### src/rtl/ahb_lite_fabric.sv
// ahb_lite_fabric: single-master AHB-Lite interconnect for N slaves.
// Base/mask address decode, registered data-phase select, a response mux and a
// built-in default slave that answers unmapped accesses with a two-cycle ERROR.
// Optional feature (macro AHB_TIMEOUT_EN): a stall watchdog that turns a stuck
// slave into an ERROR and raises the extra tmo_flag output.
module ahb_lite_fabric #(
    parameter int                          NUM_SLAVES     = 4,
    parameter int                          ADDR_W         = 32,
    parameter int                          DATA_W         = 32,
    parameter logic [NUM_SLAVES*ADDR_W-1:0] SLV_BASE      = {32'h1A10_3000, 32'h1A10_2000, 32'h1A10_1000, 32'h1C00_0000},
    parameter logic [NUM_SLAVES*ADDR_W-1:0] SLV_MASK      = {32'hFFFF_F000, 32'hFFFF_F000, 32'hFFFF_F000, 32'hFFFF_0000},
    parameter logic [DATA_W-1:0]           DEFAULT_RDATA  = 32'hDEAD_BEEF,
    parameter int                          TIMEOUT_CYCLES = 256
) (
    input  logic                         HCLK,
    input  logic                         HRESETn,
    input  logic [ADDR_W-1:0]            HADDR,
    input  logic [1:0]                   HTRANS,
    input  logic                         HWRITE,
    output logic [NUM_SLAVES-1:0]        HSEL_S,
    input  logic [NUM_SLAVES*DATA_W-1:0] HRDATA_S,
    input  logic [NUM_SLAVES-1:0]        HREADYOUT_S,
    input  logic [NUM_SLAVES-1:0]        HRESP_S,
    output logic [DATA_W-1:0]            HRDATA,
    output logic                         HREADY,
    output logic                         HRESP,
`ifdef AHB_TIMEOUT_EN
    output logic                         tmo_flag,
`endif
    output logic                         err_irq,
    input  logic                         err_clr,
    output logic [ADDR_W-1:0]            err_addr,
    output logic [7:0]                   err_count
);

    localparam int IDX_W = (NUM_SLAVES > 1) ? $clog2(NUM_SLAVES) : 1;

    typedef enum logic [1:0] {SEL_NONE, SEL_SLAVE, SEL_NOMAP} sel_kind_e;
    typedef enum logic [1:0] {ST_IDLE, ST_ERR1, ST_ERR2} err_state_e;

    sel_kind_e          sel_kind_d, sel_kind_q;
    logic [IDX_W-1:0]   sel_idx_d, sel_idx_q;
    logic [ADDR_W-1:0]  addr_d, addr_q;
    err_state_e         state_d, state_q;
    logic [ADDR_W-1:0]  err_addr_d, err_addr_q;
    logic [7:0]         err_count_d, err_count_q;
    logic               err_irq_d, err_irq_q;

    logic               hit;
    logic [IDX_W-1:0]   hit_idx;
    logic               accept;
    logic               sel_ready;
    logic               log_err;

    // HWRITE and HTRANS[0] do not influence routing
    logic unused_inputs;
    assign unused_inputs = ^{HWRITE, HTRANS[0]};

`ifdef AHB_TIMEOUT_EN
    localparam int TMO_W = $clog2(TIMEOUT_CYCLES) + 1;
    logic [TMO_W-1:0] tmo_cnt_d, tmo_cnt_q;
    logic             tmo_flag_d, tmo_flag_q;
    logic             stall, tmo_hit;
`else
    localparam int unused_timeout_cycles = TIMEOUT_CYCLES;
`endif

    // Address decode: first matching window wins, not qualified by HTRANS
    always_comb begin
        HSEL_S  = '0;
        hit     = 1'b0;
        hit_idx = '0;
        for (int i = 0; i < NUM_SLAVES; i++) begin
            if (!hit && ((HADDR & SLV_MASK[i*ADDR_W +: ADDR_W]) == SLV_BASE[i*ADDR_W +: ADDR_W])) begin
                hit       = 1'b1;
                hit_idx   = IDX_W'(i);
                HSEL_S[i] = 1'b1;
            end
        end
    end

    // Data-phase response mux; the default slave overrides any selected slave
    always_comb begin
        sel_ready = HREADYOUT_S[sel_idx_q];
        HRDATA    = '0;
        HREADY    = 1'b1;
        HRESP     = 1'b0;
        if (state_q != ST_IDLE) begin
            HRDATA = DEFAULT_RDATA;
            HREADY = (state_q == ST_ERR2);
            HRESP  = 1'b1;
        end else if (sel_kind_q == SEL_SLAVE) begin
            HRDATA = HRDATA_S[sel_idx_q*DATA_W +: DATA_W];
            HREADY = sel_ready;
            HRESP  = HRESP_S[sel_idx_q];
        end
    end

    assign accept = HREADY & HTRANS[1];

`ifdef AHB_TIMEOUT_EN
    // Watchdog: count consecutive stall cycles of the selected slave
    always_comb begin
        stall     = (state_q == ST_IDLE) && (sel_kind_q == SEL_SLAVE) && !sel_ready;
        tmo_hit   = stall && (tmo_cnt_q == TMO_W'(TIMEOUT_CYCLES - 1));
        tmo_cnt_d = '0;
        if (stall && !tmo_hit) tmo_cnt_d = tmo_cnt_q + 1'b1;
        tmo_flag_d = tmo_flag_q;
        if (tmo_hit)      tmo_flag_d = 1'b1;
        else if (err_clr) tmo_flag_d = 1'b0;
    end
    assign tmo_flag = tmo_flag_q;
`endif

    // Select capture, default-slave FSM and error logging next-state
    always_comb begin
        sel_kind_d  = sel_kind_q;
        sel_idx_d   = sel_idx_q;
        addr_d      = addr_q;
        state_d     = state_q;
        err_addr_d  = err_addr_q;
        err_count_d = err_count_q;
        err_irq_d   = err_irq_q;

        if (HREADY) begin
            sel_kind_d = accept ? (hit ? SEL_SLAVE : SEL_NOMAP) : SEL_NONE;
            sel_idx_d  = hit_idx;
            addr_d     = HADDR;
        end

        case (state_q)
            ST_IDLE: begin
                if (accept && !hit) state_d = ST_ERR1;
`ifdef AHB_TIMEOUT_EN
                if (tmo_hit) state_d = ST_ERR1;
`endif
            end
            ST_ERR1: state_d = ST_ERR2;
            ST_ERR2: state_d = (accept && !hit) ? ST_ERR1 : ST_IDLE;
            default: state_d = ST_IDLE;
        endcase

        // Logged at the end of ERR1 so a clear issued in ERR1 loses to the set
        log_err = (state_q == ST_ERR1);
        if (log_err) begin
            err_addr_d = addr_q;
            if (err_count_q != 8'hFF) err_count_d = err_count_q + 8'd1;
            err_irq_d = 1'b1;
        end else if (err_clr) begin
            err_irq_d = 1'b0;
        end
    end

    // State registers with asynchronous active-low reset
    always_ff @(posedge HCLK or negedge HRESETn) begin
        if (!HRESETn) begin
            sel_kind_q  <= SEL_NONE;
            sel_idx_q   <= '0;
            addr_q      <= '0;
            state_q     <= ST_IDLE;
            err_addr_q  <= '0;
            err_count_q <= '0;
            err_irq_q   <= 1'b0;
`ifdef AHB_TIMEOUT_EN
            tmo_cnt_q   <= '0;
            tmo_flag_q  <= 1'b0;
`endif
        end else begin
            sel_kind_q  <= sel_kind_d;
            sel_idx_q   <= sel_idx_d;
            addr_q      <= addr_d;
            state_q     <= state_d;
            err_addr_q  <= err_addr_d;
            err_count_q <= err_count_d;
            err_irq_q   <= err_irq_d;
`ifdef AHB_TIMEOUT_EN
            tmo_cnt_q   <= tmo_cnt_d;
            tmo_flag_q  <= tmo_flag_d;
`endif
        end
    end

    assign err_addr  = err_addr_q;
    assign err_count = err_count_q;
    assign err_irq   = err_irq_q;

endmodule

### config.mk
export PLATFORM = sky130hd
export DESIGN_NAME = ahb_lite_fabric
export DESIGN_NICKNAME = d
export VERILOG_FILES = /design/src/rtl/ahb_lite_fabric.sv
export SDC_FILE = /design/constraint.sdc
export NUM_CORES = 1
export LEC_CHECK = 0
export CORE_ASPECT_RATIO = 2
export CORE_UTILIZATION = 38
export CTS_BUF_LIST = sky130_fd_sc_hd__clkbuf_16
export DETAILED_ROUTE_END_ITERATION = 7
export GPL_ROUTABILITY_DRIVEN = 0
export PLACE_DENSITY = 0.81
export SYNTH_ARGS = -nofsm -noshare
export SYNTH_HDL_FRONTEND = slang
export SYNTH_SLANG_ARGS = --single-unit
### constraint.sdc
create_clock -name HCLK -period 2.5 [get_ports HCLK]
set_clock_uncertainty 0.05 [all_clocks]
set_input_delay 0.25 -clock HCLK [delete_from_list [all_inputs] [get_ports HCLK]]
set_output_delay 0.25 -clock HCLK [all_outputs]
set_load 0.01 [all_outputs]
==> impl_metrics.py <==
metrics = {
    "power_and_ir_drop": {
        "p_switching_uw": 1170,
        "seq_power_share_pct": 39.9,
        "p_per_area_nw_per_um2": 573,
        "comb_power_share_pct": 30.8,
        "clock_power_share_pct": 29.3,
        "p_sw_share_pct": 27.8,
        "p_leak_uw": 0.00302,
        "internal_power_uw": 3040,
        "vdd_drop_max_mv": 0.600,
    },
    "routing": {
        "wl_per_cell_um": 20.4,
        "drtIter0Drc": 103,
        "wl_um": 14700,
        "viasPerCell": 5.24,
        "drc": 0,
        "drtAntennaViolNets": 0,
        "met3WireLength_um": 1310,
        "met2_wirelength_um": 8320,
        "wl_met1_um": 4700,
        "vias": 3780,
        "drt-pass1-iter-count": 4,
        "top_layer_used": "met4",
    },
    "worst_setup_path": {
        "end_kind": "output port",
        "rr_worst_depth": 5,
        "crit_slowest_cell": "clkdlybuf4s50_1",
        "r2r_setup_slack_ps": 360,
        "path_delay_family": "buffers and inverters",
        "critPathKind": "reg2out",
        "crit_buf_inv": 4,
        "cp_data_arrival_time_ps": 2190,
        "r2r_end": "addr_q[26]",
        "crit_fanout": 8,
        "cp_cell_sequence": "buf_4, buf_12, mux4_2, inv_1, o21ai_0, clkdlybuf4s50_1",
        "cp-start-kind": "register",
        "worstReg2RegStart": "sel_idx_q[0]",
        "cpPeakStageDelay_ps": 570,
        "crit_required_ps": 2200,
    },
    "status": {
        "outcome": "completed",
    },
    "synth": {
        "yosysMostFrequentCell": "dfrtp_1",
        "ys_async_sr_fraction_pct": 100,
        "synth_top_cell_by_area": "dfrtp_1",
        "synth-seq-cells": 79,
        "synth_cell_types": 36,
        "synth_top_area_share_pct": 46.8,
        "ys_seq_area_share_pct": 46.8,
        "syn-cell-area_um2": 4220,
        "synth_commonest_cells": "dfrtp_1, mux2_2, mux4_2",
        "netlist_instances": 318,
        "synth_nets": 493,
        "synth_area_per_cell_um2": 13.3,
        "synthTopCellsByArea": "dfrtp_1, mux4_2, mux2_2",
        "synth_warnings": 0,
        "ys.flop_type": "dfrtp_1",
        "synth_edf_count": 0,
    },
    "run": {
        "cap_violations": 0,
    },
    "die": {
        "die_width_um": 76.6,
        "fp-row-count": 54,
        "ios": 253,
        "die_area_um2": 11600,
        "die_y_um": 151,
        "initial_utilization_pct": 38.8,
        "coreArea_um2": 10900,
    },
    "placed_design": {
        "hpwl_um": 11500,
        "dp_worst_setup_slack_ps": -8.30,
        "io_buffers": 250,
        "dpl.cell_count": 698,
    },
    "clock_tree": {
        "cts_tree": "built",
        "cts.htree.levels": 3,
        "clk_pin_slew_ps": 60,
        "cts.path.max_buffers": 2,
        "clk_latency_ps": 330,
        "cts-root-buf": "clkbuf_16",
        "cts.sinks": 79,
        "cts_buffers": 9,
    },
    "global_routing": {
        "grt_pass1_wl_um": 22100,
        "first_global_vias": 4076,
        "grt_antenna_before_repair": 1,
        "overflow": 0,
        "grtUsageTotal_pct": 25.4,
        "grt_max_degree": 51,
    },
    "sta": {
        "worstMarginPinSlew_ps": 648,
        "period_needed_ps": 2490,
        "hold-worst-slack_ps": 446,
        "setup_slack_ps": 14.0,
        "slew_violations": 0,
        "post-route-period-util_pct": 99.4,
        "hold_violations": 0,
        "setup_viol": 0,
        "slew_headroom_pct": 56.8,
        "clock.fmax_mhz": 402,
    },
    "finish": {
        "antenna_cells": 0,
        "drive_gt1_share_pct": 24.2,
        "nets": 752,
        "area_delta_synth_final_pct": 73.7,
        "final_cells": 722,
    },
    "worst_hold_path": {
        "hold_path_class": "in2async",
    },
}
## sequential cells by signal, indices dropped and copies added, names as in the netlist
signal,cells
sel_idx_q,2
err_count,8
state_q,2
addr_q,32
err_irq,1
sel_kind_q,2
err_addr,32
## area by class of cell
cell class                 instances  area [µm²]
clock buffer                       9         225
clock inverter                     7        53.8
fill                             842        3540
inverter                          30         113
multi-input combinational        186        2040
sequential                        79        1980
tap                              140         175
timing repair buffer             271        2750
## metrics by stage
step	utilization [%]	setup TNS, ps	total power [µW]	instance area (µm²)
floorplan	-	0	2130	4220
global placement	63.8	-107	2950	6940
detailed placement	63.8	-14.5	3000	6940
CTS	66.6	0	4250	7240
global route	67.4	-90.5	4400	7340
finish	67.4	0	4210	7340
## worst max path at each step
stage / from / end / slack [ps] / depth (start not counted)
3_3_place_gp: HADDR[17] / HSEL_S[1] / -50 / 7
5_1_grt: sel_idx_q[0] / HRDATA[12] / -60 / 6
2_1_floorplan: sel_idx_q[0] / addr_q[10] / 510 / 5
4_1_cts: sel_idx_q[0] / HRDATA[14] / 9 / 4
6_report: sel_idx_q[0] / HRDATA[12] / 10 / 6
3_5_place_dp: HADDR[22] / HSEL_S[1] / -8 / 6
## metal layers
metal | GRT usage (%) | vias up
li1 | - | 1675
met1 | 24.3 | 1868
met2 | 49.3 | 212
met3 | 7.47 | 25
met4 | 10.9 | 0
met5 | 0 | -
## power by group through the flow
stage | Sequential [µW] | Clock [µW] | Combinational, µW
finish | 1680 | 1230 | 1300
global route | 1710 | 1310 | 1380
CTS | 1680 | 1260 | 1310
detailed placement | 1700 | 0 | 1300
global placement | 1680 | 0 | 1270
floorplan | 1740 | 0 | 390
## layout by cell type (no fill, tap or decap), types with 2 or more instances in the layout
| cell | count |
|---|---|
| dfrtp_1 | 78 |
| inv_1 | 29 |
| inv_6 | 2 |
| nand3_1 | 4 |
| o21ai_0 | 29 |
| nor3b_1 | 2 |
| and2_1 | 2 |
| mux2_2 | 64 |
| nand2_1 | 5 |
| a31oi_1 | 3 |
| xor2_1 | 2 |
| xnor2_1 | 2 |
| buf_4 | 16 |
| dlymetal6s2s_1 | 11 |
| mux4_2 | 34 |
| a41oi_1 | 3 |
| clkdlybuf4s50_1 | 233 |
| dlygate4sd2_1 | 5 |
| buf_12 | 4 |
| clkbuf_16 | 10 |
| and3_1 | 3 |
| nor2b_1 | 10 |
| nor2_1 | 6 |
## worst register-to-register path, stage by stage (launching register included)
cell	delay, ps
dfrtp_2	380
buf_4	130
mux4_2	530
o31ai_4	240
buf_4	320
mux2_2	380
## cells by family (layout without fill, tap and decap cells)
family,after synthesis,in the layout,share of synthesized area (%)
DFF,79,79,46.8
buffers and inverters,53,317,5.36
muxes,98,98,35.2
adders and majority gates,1,1,0.296
and+or+nand+nor,43,43,5.84
AOI/OAI and AO/OA,40,40,5.69
xor gates and xnor gates,4,4,0.830
## repair_timing
item,in CTS,in global routing
hold endpoints to repair,49,0
gates cloned,0,1
buffers inserted,1,5
hold buffers,1,0
pin swaps,0,0
gates resized for setup,7,12
endpoints found under the setup margin,10,28
(Power assumes the default switching activity.)
